## src/rtl/cam_pkg.sv

```systemverilog
`default_nettype none
// ============================================================================
// Module   : cam_pkg
// Purpose  : Shared types for the camera frame-capture block: capture-mode
//            encoding, frame FSM state encoding and the pixel-word packer.
// Ports    : none (package)
// Revision : 1.0 - initial release
// ============================================================================
package cam_pkg;

  typedef enum logic [1:0] {
    MODE_RGB565 = 2'd0,   // every pixel written
    MODE_DEC2   = 2'd1,   // 2x2 decimated RGB565
    MODE_YONLY  = 2'd2,   // YUV422, luma byte only
    MODE_NONE   = 2'd3    // reserved: no writes
  } cap_mode_e;

  typedef enum logic {
    ST_WAIT_VS = 1'b0,
    ST_ACTIVE  = 1'b1
  } cap_state_e;

  // In Y-only mode the first byte of each pair is the luma sample.
  function automatic logic [15:0] pack_pixel(cap_mode_e m, logic [7:0] hi, logic [7:0] lo);
    return (m == MODE_YONLY) ? {8'h00, hi} : {hi, lo};
  endfunction

endpackage
`default_nettype wire

```

## src/rtl/cam_frame_capture_if.sv

```systemverilog
`default_nettype none
// ============================================================================
// Module   : cam_frame_capture_if
// Purpose  : Groups the sensor input bus and the frame-buffer write bus.
// Ports    : vsync/href/din  - sensor timing and byte stream
//            addr/dout/we    - frame-buffer write port
//            master modport  - capture block side
//            slave modport   - sensor/memory side
// Revision : 1.0 - initial release
// ============================================================================
interface cam_frame_capture_if #(
  parameter int ADDR_W = 19
);
  logic              vsync;
  logic              href;
  logic [7:0]        din;
  logic [ADDR_W-1:0] addr;
  logic [15:0]       dout;
  logic              we;

  modport master (input vsync, href, din, output addr, dout, we);
  modport slave  (output vsync, href, din, input addr, dout, we);
endinterface
`default_nettype wire

```

## src/rtl/cam_sync_edge.sv

```systemverilog
`default_nettype none
// ============================================================================
// Module   : cam_sync_edge
// Purpose  : Rise/fall pulses for vsync and href, derived from a registered
//            copy of each level so the pulse lines up with the current byte.
// Ports    : clk, rst_n            - clock, async active-low reset
//            vsync, href           - sensor timing levels (pclk domain)
//            vs_rise/vs_fall       - vsync edge pulses
//            hr_rise/hr_fall       - href edge pulses
// Revision : 1.0 - initial release
// ============================================================================
module cam_sync_edge (
  input  logic clk,
  input  logic rst_n,
  input  logic vsync,
  input  logic href,
  output logic vs_rise,
  output logic vs_fall,
  output logic hr_rise,
  output logic hr_fall
);

  logic vs_q;
  logic hr_q;

  // History resets low, so a reset released mid-frame never produces a
  // spurious vsync fall: a full blanking period must be seen first.
  always_ff @(posedge clk or negedge rst_n) begin
    if (!rst_n) begin
      vs_q <= 1'b0;
      hr_q <= 1'b0;
    end else begin
      vs_q <= vsync;
      hr_q <= href;
    end
  end

  assign vs_rise = vsync & ~vs_q;
  assign vs_fall = ~vsync & vs_q;
  assign hr_rise = href & ~hr_q;
  assign hr_fall = ~href & hr_q;

endmodule
`default_nettype wire

```

## src/rtl/cam_frame_capture.sv

```systemverilog
`default_nettype none
// ============================================================================
// Module   : cam_frame_capture
// Purpose  : Captures a byte-serial camera stream into frame-buffer writes in
//            full RGB565, 2x2-decimated RGB565 or Y-only modes.
// Ports    : pclk, rst_n  - pixel clock, async active-low reset
//            cam          - sensor bus in, frame-buffer write bus out
//            cap_en, mode, single_shot - config, sampled during vsync blanking
//            err_clr      - clears line_err and ovf
//            frame_done   - one-cycle pulse at the end of a captured frame
//            line_err     - sticky malformed-line flag
//            ovf          - sticky address-overflow flag
// Revision : 1.0 - initial release
// ============================================================================
module cam_frame_capture
  import cam_pkg::*;
#(
  parameter int H_ACTIVE = 640,
  parameter int V_ACTIVE = 480,
  parameter int ADDR_W   = 19
) (
  input  logic                pclk,
  input  logic                rst_n,
  cam_frame_capture_if.master cam,
  input  logic                cap_en,
  input  logic [1:0]          mode,
  input  logic                single_shot,
  input  logic                err_clr,
  output logic                frame_done,
  output logic                line_err,
  output logic                ovf
);

  localparam int XW = $clog2(H_ACTIVE + 1);
  localparam int YW = $clog2(V_ACTIVE + 1);
  localparam logic [ADDR_W-1:0] LIM_FULL = ADDR_W'(H_ACTIVE * V_ACTIVE);
  localparam logic [ADDR_W-1:0] LIM_DEC  = ADDR_W'((H_ACTIVE * V_ACTIVE) / 4);
  localparam logic [XW-1:0]     X_FULL   = XW'(H_ACTIVE);

  cap_state_e        state_q, state_d;
  logic              vs_rise, vs_fall, hr_rise, hr_fall;
  logic              cfg_en, cfg_ss, latched_off;
  cap_mode_e         cfg_mode;
  logic              phase_q;
  logic [7:0]        hi_q;
  logic [XW-1:0]     x_q;
  logic [YW-1:0]     y_q;
  logic [ADDR_W-1:0] wr_cnt, addr_q;
  logic [15:0]       dout_q;
  logic              we_q;
  logic              in_line, byte_hi, byte_lo, keep;
  logic [ADDR_W-1:0] limit;

  cam_sync_edge u_edge (
    .clk     (pclk),
    .rst_n   (rst_n),
    .vsync   (cam.vsync),
    .href    (cam.href),
    .vs_rise (vs_rise),
    .vs_fall (vs_fall),
    .hr_rise (hr_rise),
    .hr_fall (hr_fall)
  );

  always_ff @(posedge pclk or negedge rst_n) begin
    if (!rst_n) state_q <= ST_WAIT_VS;
    else        state_q <= state_d;
  end

  always_comb begin
    state_d = state_q;
    case (state_q)
      ST_WAIT_VS: if (vs_fall && cfg_en && !latched_off) state_d = ST_ACTIVE;
      ST_ACTIVE:  if (vs_rise) state_d = ST_WAIT_VS;
      default:    state_d = ST_WAIT_VS;
    endcase
  end

  // The first byte of a line is always a high/Y byte, whatever phase was left.
  always_comb begin
    in_line = (state_q == ST_ACTIVE) && !cam.vsync;
    byte_hi = in_line && cam.href && (hr_rise || !phase_q);
    byte_lo = in_line && cam.href && !hr_rise && phase_q;
    limit   = (cfg_mode == MODE_DEC2) ? LIM_DEC : LIM_FULL;
    keep    = 1'b0;
    case (cfg_mode)
      MODE_RGB565: keep = 1'b1;
      MODE_DEC2:   keep = !x_q[0] && !y_q[0];
      MODE_YONLY:  keep = 1'b1;
      default:     keep = 1'b0;
    endcase
  end

  always_ff @(posedge pclk or negedge rst_n) begin
    if (!rst_n) begin
      cfg_en      <= 1'b0;
      cfg_ss      <= 1'b0;
      cfg_mode    <= MODE_RGB565;
      latched_off <= 1'b0;
      phase_q     <= 1'b0;
      hi_q        <= '0;
      x_q         <= '0;
      y_q         <= '0;
      wr_cnt      <= '0;
      addr_q      <= '0;
      dout_q      <= '0;
      we_q        <= 1'b0;
      frame_done  <= 1'b0;
      line_err    <= 1'b0;
      ovf         <= 1'b0;
    end else begin
      we_q       <= 1'b0;
      frame_done <= (state_q == ST_ACTIVE) && vs_rise;
      // Clears are written first so that a set later in this block wins.
      if (err_clr) begin
        line_err <= 1'b0;
        ovf      <= 1'b0;
      end
      if (cam.vsync) begin
        // Blanking: sample config, rewind counters, abort any open line.
        cfg_en   <= cap_en;
        cfg_ss   <= single_shot;
        cfg_mode <= cap_mode_e'(mode);
        phase_q  <= 1'b0;
        x_q      <= '0;
        y_q      <= '0;
        wr_cnt   <= '0;
        if (!cap_en) latched_off <= 1'b0;
        if ((state_q == ST_ACTIVE) && vs_rise && cfg_ss) latched_off <= 1'b1;
      end else if (in_line) begin
        if (byte_hi) begin
          hi_q    <= cam.din;
          phase_q <= 1'b1;
          if (hr_rise) x_q <= '0;
        end else if (byte_lo) begin
          phase_q <= 1'b0;
          x_q     <= x_q + XW'(1);
          if (keep) begin
            if (wr_cnt == limit) begin
              ovf <= 1'b1;
            end else begin
              we_q   <= 1'b1;
              addr_q <= wr_cnt;
              dout_q <= pack_pixel(cfg_mode, hi_q, cam.din);
              wr_cnt <= wr_cnt + ADDR_W'(1);
            end
          end
        end else if (hr_fall) begin
          // A dangling high byte is simply discarded with the phase reset.
          if (phase_q || (x_q != X_FULL)) line_err <= 1'b1;
          phase_q <= 1'b0;
          y_q     <= y_q + YW'(1);
        end
      end
    end
  end

  assign cam.addr = addr_q;
  assign cam.dout = dout_q;
  assign cam.we   = we_q;

endmodule
`default_nettype wire

```

## src/flat_wrapper.sv

```systemverilog
// flat-port wrapper written by rule: the top's interface ports become plain ports
module cam_frame_capture_flat import cam_pkg::*;
#(
  parameter int H_ACTIVE = 640,
  parameter int V_ACTIVE = 480,
  parameter int ADDR_W   = 19
)
  (pclk, rst_n, cap_en, mode, single_shot, err_clr, frame_done, line_err, ovf, cam_vsync, cam_href, cam_din, cam_addr, cam_dout, cam_we);
  cam_frame_capture_if #(.ADDR_W(ADDR_W)) cam_i ();
  input  logic pclk;
  input  logic rst_n;
  input  logic cap_en;
  input  logic [1:0] mode;
  input  logic single_shot;
  input  logic err_clr;
  output logic frame_done;
  output logic line_err;
  output logic ovf;
  input wire logic [$bits(cam_i.vsync)-1:0] cam_vsync;
  input wire logic [$bits(cam_i.href)-1:0] cam_href;
  input wire logic [$bits(cam_i.din)-1:0] cam_din;
  output wire logic [$bits(cam_i.addr)-1:0] cam_addr;
  output wire logic [$bits(cam_i.dout)-1:0] cam_dout;
  output wire logic [$bits(cam_i.we)-1:0] cam_we;
  assign cam_i.vsync = cam_vsync;
  assign cam_i.href = cam_href;
  assign cam_i.din = cam_din;
  assign cam_addr = cam_i.addr;
  assign cam_dout = cam_i.dout;
  assign cam_we = cam_i.we;
  cam_frame_capture #(.H_ACTIVE(H_ACTIVE), .V_ACTIVE(V_ACTIVE), .ADDR_W(ADDR_W)) u_core (.pclk(pclk), .rst_n(rst_n), .cam(cam_i), .cap_en(cap_en), .mode(mode), .single_shot(single_shot), .err_clr(err_clr), .frame_done(frame_done), .line_err(line_err), .ovf(ovf));
endmodule
```

## config.mk

```make
export PLATFORM = sky130hd
export DESIGN_NAME = cam_frame_capture_flat
export DESIGN_NICKNAME = d
export VERILOG_FILES = /design/src/rtl/cam_pkg.sv /design/src/rtl/cam_frame_capture_if.sv /design/src/rtl/cam_sync_edge.sv /design/src/rtl/cam_frame_capture.sv /design/src/flat_wrapper.sv
export SDC_FILE = /design/constraint.sdc
export NUM_CORES = 1
export LEC_CHECK = 0
export ABC_AREA = 1
export CORE_AREA = 2 2 88 90
export DETAILED_ROUTE_END_ITERATION = 10
export DIE_AREA = 0 0 90 92
export PLACE_DENSITY = 0.95
export RECOVER_POWER = 25
export SLEW_MARGIN = 10
export SYNTH_ARGS = -nofsm -noshare
export SYNTH_HDL_FRONTEND = slang
export SYNTH_SLANG_ARGS = --single-unit
```

## constraint.sdc

```tcl
create_clock -name pclk -period 4.6 [get_ports pclk]
set_clock_uncertainty 0.2 [all_clocks]
set_input_delay 0.69 -clock pclk [delete_from_list [all_inputs] [get_ports pclk]]
set_output_delay 0.69 -clock pclk [all_outputs]
set_load 0.01 [all_outputs]
```

# After elaboration in Yosys (flattened, before gate mapping)

Index checks and enable logic that the tools add are counted.
Widths: inputs -> output; s select.

Flip-flop bits (word level): 94
Word-level logic and storage cells: 123

Add/subtract/negate cells: 3
Eq/ne operators: 9
Muxes and demuxes: 49
Bitwise logic cells: 11
Reduce and logical (&&, ||, !) cells: 33

Operators with widths:

| kind                  | count |
|---|---|
| $mux 19               | 7 |
| $mux 10               | 5 |
| $mux 9                | 5 |
| $mux 1                | 29 |
| $add 19x1->19 const B | 1 |
| $eq 19x19->1          | 1 |
| $mux 16               | 1 |
| $add 10x1->10 const B | 1 |
| $logic_and 1x1->1     | 10 |
| $ne 10x10->1 const B  | 1 |
| $add 9x1->9 const B   | 1 |
| $reduce_bool 2->1     | 4 |
| $not 1->1             | 7 |
| $logic_not 1->1       | 6 |
| $ne 2x2->1 const B    | 3 |
| $reduce_and 3->1      | 2 |
| $reduce_and 6->1      | 1 |
| $reduce_and 5->1      | 1 |
| $and 1x1->1           | 4 |
| $pmux 1 s2            | 2 |
| $reduce_and 2->1      | 2 |
| $reduce_and 4->1      | 1 |
| $reduce_bool 4->1     | 1 |
| $ne 3x2->1 const B    | 1 |
| other kinds (7)       | 8 |

# Longest topological paths before layout

Gate-level depths: netlist (run 1).

Word-level depth: 9
Mapped depth: 12
Mapped depth without buffers: 11

# Hierarchy

A second synthesis (run 1) with hierarchy kept.

Cells, all modules: 535
Area, all modules: 4359.2 um^2

By module, submodules not included:

| module            | instances | cells each | area each (um^2) | seq. area each (um^2) |
|---|---|---|---|---|
| cam_frame_capture | 1         | 525        | 4279.1           | 2102.0 |
| cam_sync_edge     | 1         | 10         | 80.1             | 50.0 |

# Worst setup path after synthesis (run 1)

OpenSTA, ideal clock, no wires.

Path kind: input-to-reg
Start point: input cam_vsync
End point: register u_core.wr_cnt[15]
Setup time: 0.118 ns
Arrival time: 1.645 ns
Data required time: 4.282 ns
Path slack: 2.637 ns
Stages: 10
Buffers on the path: 2
Path through: buf_6 inv_8 nand2_4 nor2_8 nand3_4 o21ai_2 nand2_2 buf_4 nand2_1 nand2_1

Cells in the longest elaborated chain, start to end: 7

Ends and longest elaborated chain:

| item                            | RTL line                                         | RTL |
|---|---|---|
| start: declaration              | flat_wrapper.sv:19                               | `input wire logic [$bits(cam_i.vsync)-1:0] cam_vsync;` |
| $logic_not 1->1                 | cam_frame_capture.sv:81                          | `in_line = (state_q == ST_ACTIVE) && !cam.vsync;` |
| $logic_and 1x1->1               | cam_frame_capture.sv:81                          |  |
| $logic_and 1x1->1               | cam_frame_capture.sv:82, cam_frame_capture.sv:83 |  |
| $logic_and 1x1->1 (2 in series) | cam_frame_capture.sv:83                          | `byte_lo = in_line && cam.href && !hr_rise && phase_q;` |
| $reduce_bool 2->1 (no line)     | -                                                |  |
| $reduce_and 5->1 (no line)      | -                                                |  |
| end signal: assignment          | cam_frame_capture.sv:145                         | `wr_cnt <= wr_cnt + ADDR_W'(1);` |
| end: declaration                | cam_frame_capture.sv:48                          | `logic [ADDR_W-1:0] wr_cnt, addr_q;` |

Parallel ways exist; a longest one is shown, timed or not.
A chain may end at the register's enable or synchronous reset.

# Worst setup path in the final report (run 1)

Start point: input cam_vsync
End point: register u_core.x_q[8]

Cells in the longest elaborated chain, start to end: 7

Ends and longest elaborated chain:

| item                                                   | RTL line                                          | RTL |
|---|---|---|
| $logic_not 1->1                                        | cam_frame_capture.sv:81                           |  |
| $logic_and 1x1->1                                      | cam_frame_capture.sv:81                           |  |
| $logic_and 1x1->1                                      | cam_frame_capture.sv:82, cam_frame_capture.sv:83  |  |
| $logic_and 1x1->1 (on tied branches)                   | cam_frame_capture.sv:83, cam_frame_capture.sv:82  |  |
| $logic_and 1x1->1 or $mux 10 (tied branches)           | cam_frame_capture.sv:83, cam_frame_capture.sv:131 |  |
| $reduce_bool 3->1 (no line) or $mux 10 (tied branches) | -                                                 |  |
| $reduce_and 3->1 (no line) or $mux 10 (tied branches)  | -                                                 |  |
| end signal: assignment                                 | cam_frame_capture.sv:137                          | `x_q <= x_q + XW'(1);` |
| end: declaration                                       | cam_frame_capture.sv:46                           | `logic [XW-1:0] x_q;` |

Parallel ways exist; a longest one is shown, timed or not. The select of a mux whose other input is x is not followed.

==> reports/results.txt, run 1 <==
Worst slew pin tran: 2110 ps
Final hold vios: 0
# setup viols final: 0
Post-DR wirelength/cell: 13.5 um
Chip width: 90 um
Setup Fix Bufs, Post-CTS: 0
Sw Share: 29.3%
DRC Markers: 0
Post-synth EDFFs: 0
Fraction of registers with async set/reset: 100%
Antenna violations before repair: 0
Clk pwr share: 28.9%
Hold endpoint: u_core.frame_done
CTS H-tree depth: 3
Worst r2r src: u_core.wr_cnt[0]
Largest net degree at the start of global routing: 87
Critical path endpoint category: flip-flop
Post-CTS sizing: 0
Worst-skew pair later-pin latency: 360 ps
Share of cells above drive strength 1: 8.38%
Gate power share: 17.8%
Final net count: 589
Core Util, Final: 67.5%
Worst rel slew slack: -41.0%
CP Launch Type: primary input
Post-synthesis sequential area ratio: 50.6%
WHS Path Cells: 1
Syn_nets: 536
Number of global-route vias before repair: 3372
Max frequency: 304 MHz
Hold-fix buffer count after cts: 0
TritonCTS buffer count: 9
Tcrit/Tclk final: 71.4%
Num rows: 32
Ys flop type: dfrtp_1
Top-area cell type share of the netlist area: 50.6%
Dominant cell type by area after synthesis: dfrtp_1
Total Routing Usage GR: 23.2%
Syn Inst Count: 515
Number of port buffers: 55
Final HPWL DP: 6600 um
Post-DRT Antenna Nets: 0
Ports: 56
Layout area overhead: 18.1%
Violated checks: max-capacitance violations, max-slew violations
DR iter-0 viols: 235
Core Footprint: 0.00745 mm^2
Top cells by area, synth: dfrtp_1 (51%), nand2_1 (15%), o21ai_1 (5.3%), inv_1 (4.1%), nor2_1 (3.4%)
Post-Route WL: 9120 um
Max Fanout on Critical Path: 19
CTS tree: yes
WP data required: 4660 ps
Max-Cap Viols: 1
Leak Pwr: 2.32 nW
Root buffer selected by CTS: clkbuf_8
CTS Buffer Depth: 2
Slew Viols, Final: 87
R2R setup slack: 2080 ps
Synthesis Warnings: 0
N_diodes: 0
Peak supply drop: 0.156 mV
Initial core utilization: 57.1%
Internal power: 1.18 mW
Flops & latches, synth: 86
Hold_sp: u_core.u_edge.vs_q
Worst endpoint data arrival time: 3340 ps
Post-synth top cells: nand2_1 (167), dfrtp_1 (86), inv_1 (46)
Seq pwr share: 53.3%
Pwr Total: 1.67 mW
Worst R2R Path Depth: 11
Count leader, synth: nand2_1
Die area: 0.00828 mm^2
HP Class: reg2reg
# clock sinks: 86
Crit path time final: 3290 ps
Total number of vias: 3578
PD cells: 333 mW/mm^2
RSZ-0062 raised after global routing: no
Syn Area/Cell: 8.26 um^2
Grt ovf: 0
Worst Path Class, Setup: in2reg
Distinct cells, synth: 35
Vias per inst: 5.30
Die Height: 92 um
Post-synthesis cell area: 0.00426 mm^2
Hold_ws: 263 ps
Worst R2R End: u_core.wr_cnt[17]
First-pass iteration count of the detailed router: 5
Status: finished with violations
Switching power total: 0.490 mW
Placer Congestion: 0.855
Setup TNS: 0 ps
First-pass GRT wire length: 15600 um
Clock-pin slew on the worst setup and hold paths: 90 ps
==> layout make-up <==
class	count	area (um^2)
clock buffer	9	124
multi-input combinational	361	1790
timing repair buffer	58	564
clock inverter	7	56.3
inverter	52	208
tap	102	128
sequential	86	2150
fill	602	2420
==> cells in the final DEF (no fill, tap or decap), drive strengths merged <==
cell / count
a21oi: 6
a22oi: 1
a31oi: 1
and2: 1
buf: 2
clkbuf: 11
clkdlybuf4s50: 52
clkinv: 2
clkinvlp: 4
dfrtp: 86
dlygate4sd3: 2
ha: 4
inv: 53
mux2: 8
mux2i: 8
nand2: 170
nand3: 26
nand4: 10
nor2: 43
nor3: 5
o21a: 1
o21ai: 63
o41ai: 1
or2: 4
xor2: 9
==> logic make-up after synthesis <==
| logic type | Yosys count | share of synthesized area [%] |
|---|---|---|
| buffers and inverters | 68 | 7.32 |
| multiplexers | 16 | 4.00 |
| flip-flops | 86 | 50.6 |
| XOR/XNOR | 9 | 1.85 |
| AO/OA/AOI/OAI | 73 | 9.17 |
| adder cells (fa/ha/maj) | 4 | 1.18 |
| AND/OR/NAND/NOR | 259 | 25.9 |
==> layer usage <==
metal / track usage (%) / wire length, um
met5: 0 / 0
met4: 7.05 / 121
met3: 5.01 / 452
met2: 37.9 / 4420
met1: 31.3 / 4120
==> sequential cells by signal, summed over array words and instances, names as in the netlist, 2 cells and up <==
signal,cells
u_core.cam.addr,19
u_core.cam.dout,16
u_core.cfg_mode,2
u_core.hi_q,8
u_core.wr_cnt,19
u_core.x_q,10
==> critical path: stages <==
cell,delay (ps)
dlygate4sd3_1,530
clkbuf_1,390
inv_8,290
nand2_4,100
nor2_8,110
nand2_1,300
o21ai_2,480
inv_2,180
nand2_1,100
nand2_1,60
nand2_1,60
nor2_1,40
==> how the worst max path moves through the flow <==
stage,startpoint,to,slack [ps],depth (start not counted)
after global routing,cam_vsync,u_core.x_q[8],1160,12
after floorplan,cam_vsync,u_core.wr_cnt[15],2640,10
after detailed placement,cam_vsync,u_core.x_q[8],1430,12
final,cam_vsync,u_core.x_q[8],1310,12
after global placement,cam_vsync,u_core.x_q[8],1540,12
after CTS,cam_vsync,u_core.x_q[8],1820,12
==> power by group through the flow <==
stage / logic (mW) / registers (mW) / clock network (mW)
after floorplan: 0.148 / 0.914 / 0
after global placement: 0.287 / 0.901 / 0
after detailed placement: 0.300 / 0.906 / 0
after CTS: 0.302 / 0.891 / 0.491
after global routing: 0.330 / 0.903 / 0.524
final: 0.298 / 0.892 / 0.483
==> stage by stage <==
| stage | std cells | area, um^2 | setup WS [ps] |
|---|---|---|---|
| 2_1_floorplan | 515 | 4260 | 2640 |
| 3_3_place_gp | 659 | 4850 | 1540 |
| 3_5_place_dp | 659 | 4850 | 1430 |
| 4_1_cts | 675 | 5030 | 1820 |
| 5_1_grt | 675 | 5020 | 1160 |
| 6_report | 675 | 5020 | 1310 |
Note: power is estimated with default switching activity, not from simulation.
==> inputs of run 2 (changes only) <==
Settings changed: CORE_AREA 2 2 88 90 to 2 2 96 98, DIE_AREA 0 0 90 92 to 0 0 98 100, PLACE_DENSITY 0.95 to 0.87.
Clock period 4.6 ns to 2.9 ns, I/O delays scaled along.
==> reports/results.txt, run 2 (synthesized netlist as in run 1, its figures left out) <==
Worst slew pin tran: 1310 ps (-807 ps)
TritonCTS buffer count: 9 (unchanged)
Switching power total: 0.784 mW (+60%)
Max-Cap Viols: 0 (-1)
Grt ovf: 0 (unchanged)
Max frequency: 392 MHz
Non-Filler Instances: 686 (+1.6%)
# setup viols final: 0 (unchanged)
Crit path time final: 2550 ps
DRC Markers: 0 (unchanged)
Cell Area, Placed: 0.00488 mm^2 (+0.64%)
Worst rel slew slack: 12.8% (+54 points)
Total number of vias: 3595 (+0.48%)
Number of global-route vias before repair: 3484 (+3.3%)
Max Fanout on Critical Path: 72 (+53)
DR iter-0 viols: 299 (+27%)
Core Util, Final: 57.2% (-10 points)
Leak Pwr: 2.35 nW (+1.4%)
Die area: 0.00980 mm^2 (+18%)
Worst Path Class, Setup: reg2reg
Most used cell along the critical path: nand2_1
Clk pwr share: 31.4% (+2.5 points)
Pwr Total: 2.75 mW (+65%)
Chip width: 98 um (+8.9%)
Number of port buffers: 55 (unchanged)
Final net count: 591 (+0.34%)
CP Cell Sequence: inv_1 -> ha_1 -> nand2_1 -> nor2_1 -> nand2_1 -> nor2_1 -> nand3_1 -> nand2_2 -> buf_4 -> inv_1 -> nand2_1 -> nand2_1
RSZ-0062 raised after global routing: no
Share of cells above drive strength 1: 8.52% (+0.14 points)
Setup Fix Bufs, Post-CTS: 0 (unchanged)
Vias per inst: 5.24 (-1.1%)
# clock sinks: 86 (unchanged)
Layout area overhead: 19.6%
First-pass GRT wire length: 16000 um (+2.5%)
Slew Viols, Final: 0 (-100%)
Crit path max-delay cell type: buf_4
Clock-pin slew on the worst setup and hold paths: 90 ps (about the same)
Tcrit/Tclk final: 88.0%
Total Routing Usage GR: 19.9% (-3.3 points)
CTS Buffer Depth: 2 (unchanged)
Seq pwr share: 51.4% (-1.9 points)
Hold_ws: 256 ps (-6.97 ps)
Post-DRT Antenna Nets: 0 (unchanged)
First-pass iteration count of the detailed router: 5 (unchanged)
Final hold vios: 0 (unchanged)
Ports: 56 (unchanged)
CP Buf/Inv Count: 3 (-1)
CTS H-tree depth: 3 (unchanged)
Placer Congestion: 0.934 (+9.3%)
Post-CTS sizing: 0 (unchanged)
Critical path endpoint category: flip-flop
Setup ws final: 347 ps (-967 ps)
Num rows: 35 (+9.4%)
HP Class: reg2reg
Dpl ws: 275 ps (-1160 ps)
Post-DR wirelength/cell: 13.4 um (-0.90%)
Peak supply drop: 0.248 mV (+59%)
Core Footprint: 0.00889 mm^2 (+19%)
CTS tree: yes
Root buffer selected by CTS: clkbuf_8
Final HPWL DP: 6600 um (about the same)
Sw Share: 28.5% (-0.80 points)
Antenna violations before repair: 0 (unchanged)
Internal power: 1.97 mW (+66%)
Initial core utilization: 47.9% (-9.3 points)
Post-Route WL: 9180 um (+0.71%)
Die Height: 100 um (+8.7%)
CP Launch Type: flip-flop
Worst endpoint data arrival time: 2600 ps (-740 ps)
N_diodes: 0 (unchanged)
Status: completed
Critical Path Max Stage Delay: 510 ps (-20 ps)
Setup TNS: 0 ps (unchanged)
Gate power share: 17.2% (-0.6 points)
Most common library cell in the layout ignoring fill and taps: nand2_1
PD cells: 541 mW/mm^2 (+62%)
WP data required: 2950 ps (-1710 ps)
Placed insts: 669 (+1.5%)
Highest-count cells in the layout ignoring fill and taps: nand2_1 (167), dfrtp_1 (86), clkdlybuf4s50_1 (52)
Largest net degree at the start of global routing: 73 (-16%)
Top Family by Delay on Critical Path: simple AND/OR/NAND/NOR gates
Fin area: 0.00509 mm^2 (+1.3%)
Worst-skew pair later-pin latency: 370 ps (about the same)
[run 2: path summary, 6_finish.rpt]
| check | start | to | slack [ps] | cells past startpoint |
|---|---|---|---|---|
| min reg2reg | u_core.u_edge.vs_q | u_core.frame_done | 260 | 1 |
| min | u_core.u_edge.vs_q | u_core.frame_done | 260 | 1 |
| max reg2reg | u_core.wr_cnt[0] | u_core.wr_cnt[1] | 350 | 12 |
| min in group asynchronous | rst_n | u_core.cam.addr[13] | 700 | 2 |
| max in group asynchronous | rst_n | u_core.wr_cnt[16] | 990 | 3 |
| max | u_core.wr_cnt[0] | u_core.wr_cnt[1] | 350 | 12 |
[run 2: final cells by class]
cell class | count | area, um^2
Inverter | 52 | 208
Clock inverter | 7 | 80.1
Sequential cell | 86 | 2150
Multi-Input combinational cell | 361 | 1790
Tap cell | 111 | 139
Fill cell | 775 | 3800
Timing Repair Buffer | 60 | 594
Clock buffer | 9 | 124
[run 2: power groups by stage]
| stage | clock [mW] | sequential [mW] | combinational [mW] |
|---|---|---|---|
| 4_1_cts | 0.885 | 1.42 | 0.482 |
| 6_report | 0.865 | 1.42 | 0.472 |
| 5_1_grt | 0.934 | 1.43 | 0.528 |
| 3_5_place_dp | 0 | 1.44 | 0.480 |
| 2_1_floorplan | 0 | 1.45 | 0.234 |
| 3_3_place_gp | 0 | 1.43 | 0.461 |
[run 2: repair_timing]
action,CTS,global route
hold buffers,1,0
setup endpoints to repair,0,0
endpoints found under the hold margin,49,0
[run 2: routing by layer]
layer | vias up | wire (um) | part of all wire, % | global-route usage [%]
met3 | 19 | 465 | 5.1 | 3.83
met2 | 119 | 4470 | 49 | 32.7
met4 | 0 | 199 | 2.2 | 8.01
li1 | 1759 | - | - | -
met1 | 1698 | 4050 | 44 | 26.2
met5 | - | 0 | 0 | 0
==> inputs of run 3 (changes only) <==
Settings changed: CTS_BUF_LIST set to sky130_fd_sc_hd__clkbuf_16, GPL_TIMING_DRIVEN set to 1.
==> reports/results.txt, run 3 (synthesized netlist as in run 1, its figures left out) <==
Status: completed
Placed insts: 669 (unchanged)
Crit path time final: 2600 ps (+46.9 ps)
Max-Cap Viols: 0 (unchanged)
Clock-pin slew on the worst setup and hold paths: 60 ps (-30 ps)
Num rows: 35 (unchanged)
Post-Route WL: 9460 um (+3.0%)
Worst R2R Path Depth: 12 (unchanged)
Ports: 56 (unchanged)
Tcrit/Tclk final: 89.7% (+1.6 points)
Critical path endpoint category: flip-flop
Total number of vias: 3640 (+1.3%)
DR iter-0 viols: 288 (-3.7%)
Layout area overhead: 22.0%
WP data required: 2930 ps (-20 ps)
CP Launch Type: flip-flop
HP Class: reg2reg
Initial core utilization: 47.9% (unchanged)
Dpl ws: 275 ps (unchanged)
Leak Pwr: 2.40 nW (+2.0%)
Number of port buffers: 55 (unchanged)
Worst endpoint data arrival time: 2630 ps (+30 ps)
Metal3 WL: 497 um (+6.9%)
First-pass iteration count of the detailed router: 5 (unchanged)
Worst Path Class, Setup: reg2reg
Core Footprint: 0.00889 mm^2 (unchanged)
CTS H-tree depth: 3 (unchanged)
N_diodes: 0 (unchanged)
Die area: 0.00980 mm^2 (unchanged)
Grt ovf: 0 (unchanged)
Antenna violations before repair: 0 (unchanged)
TritonCTS buffer count: 9 (unchanged)
Worst rel slew slack: 13.6% (+0.85 points)
Setup Fix Bufs, Post-CTS: 0 (unchanged)
Slew Viols, Final: 0 (unchanged)
Final hold vios: 0 (unchanged)
Vias per inst: 5.31 (+1.3%)
Setup TNS: 0 ps (unchanged)
Highest layer used for signal routing: met4
# setup viols final: 0 (unchanged)
CTS tree: yes
Largest net degree at the start of global routing: 73 (unchanged)
CTS Buffer Depth: 2 (unchanged)
Peak supply drop: 0.293 mV (+18%)
Highest-count cells in the layout ignoring fill and taps: nand2_1 (167), dfrtp_1 (86), clkdlybuf4s50_1 (52)
# clock sinks: 86 (unchanged)
Die Height: 100 um (unchanged)
Post-DR wirelength/cell: 13.8 um (+3.0%)
Max frequency: 385 MHz (-1.8%)
Worst slew pin tran: 1300 ps (-12.8 ps)
RSZ-0062 raised after global routing: no
Pwr Total: 3.06 mW (+11%)
Met1 wire length: 4150 um (+2.4%)
Number of global-route vias before repair: 3599 (+3.3%)
Chip width: 98 um (unchanged)
Most common library cell in the layout ignoring fill and taps: nand2_1
Fill cell count: 756 (-2.5%)
Share of cells above drive strength 1: 8.52% (unchanged)
Post-CTS sizing: 0 (unchanged)
Root buffer selected by CTS: clkbuf_16
Final net count: 591 (unchanged)
Max Fanout on Critical Path: 72 (unchanged)
Hold-fix buffer count after cts: 1 (unchanged)
Setup ws final: 300 ps (-46.9 ps)
PD cells: 590 mW/mm^2 (+9.1%)
WHS Path Cells: 1 (unchanged)
Final HPWL DP: 6600 um (unchanged)
Total Routing Usage GR: 20.8% (+0.87 points)
Non-Filler Instances: 686 (unchanged)
Post-DRT Antenna Nets: 0 (unchanged)
Placer Congestion: 0.934 (unchanged)
Worst-skew pair later-pin latency: 340 ps (-30 ps)
DRC Markers: 0 (unchanged)
DR WL met2: 4540 um (+1.5%)
First-pass GRT wire length: 16400 um (+2.9%)
run 3: changes by cell type in the layout (fill, tap and decap cells not counted):
cell / change
clkbuf_8: -9
clkbuf_16: +9
run 3: final timing paths:
check | start | endpoint | slack (ps)
max | u_core.wr_cnt[0] | u_core.wr_cnt[1] | 300
min | u_core.u_edge.vs_q | u_core.frame_done | 250
max reg2reg | u_core.wr_cnt[0] | u_core.wr_cnt[1] | 300
min reg2reg | u_core.u_edge.vs_q | u_core.frame_done | 250
max in group asynchronous | rst_n | u_core.cam.dout[13] | 980
min in group asynchronous | rst_n | u_core.cam.addr[10] | 720
run 3: area by class of cell:
type | instances | area, um^2 | share of cell area [%]
Clock buffer | 9 | 225 | 4.34
Clock inverter | 7 | 80.1 | 1.54
Inverter | 52 | 208 | 4.00
Multi-Input combinational cell | 361 | 1790 | 34.5
Sequential cell | 86 | 2150 | 41.5
Tap cell | 111 | 139 | 2.68
Timing Repair Buffer | 60 | 594 | 11.5
run 3: metal layers:
metal | track usage [%] | up-vias
li1 | - | 1763
met2 | 34.2 | 134
met1 | 26.5 | 1720
met4 | 10.1 | 0
met3 | 3.97 | 23
met5 | 0 | -
run 3: metrics by stage:
step                utilization (%)  hold slack (ps)  instance area [um^2]
finish                         58.4              252                  5190
floorplan                         -            -60.6                  4260
global route                   58.4              283                  5190
global placement               54.9              238                  4880
detailed placement             54.9              248                  4880
CTS                            58.5              256                  5200
run 3: where the power goes:
part           internal [mW]  switching, mW  leakage (nW)
Sequential              1.33         0.0909          1.16
Combinational          0.238          0.236          1.10
Clock                  0.676          0.495         0.143
Total                   2.24          0.822          2.40
run 3: critical path, stage by stage (launching register included):
cell     delay [ps]
dfrtp_1         460
inv_1           160
ha_1            160
nand2_1          50
nor2_1          120
nand2_1          70
nor2_1          190
nand3_1         160
nand2_2          80
buf_4           510
inv_1           150
nand2_1          90
nand2_1          50
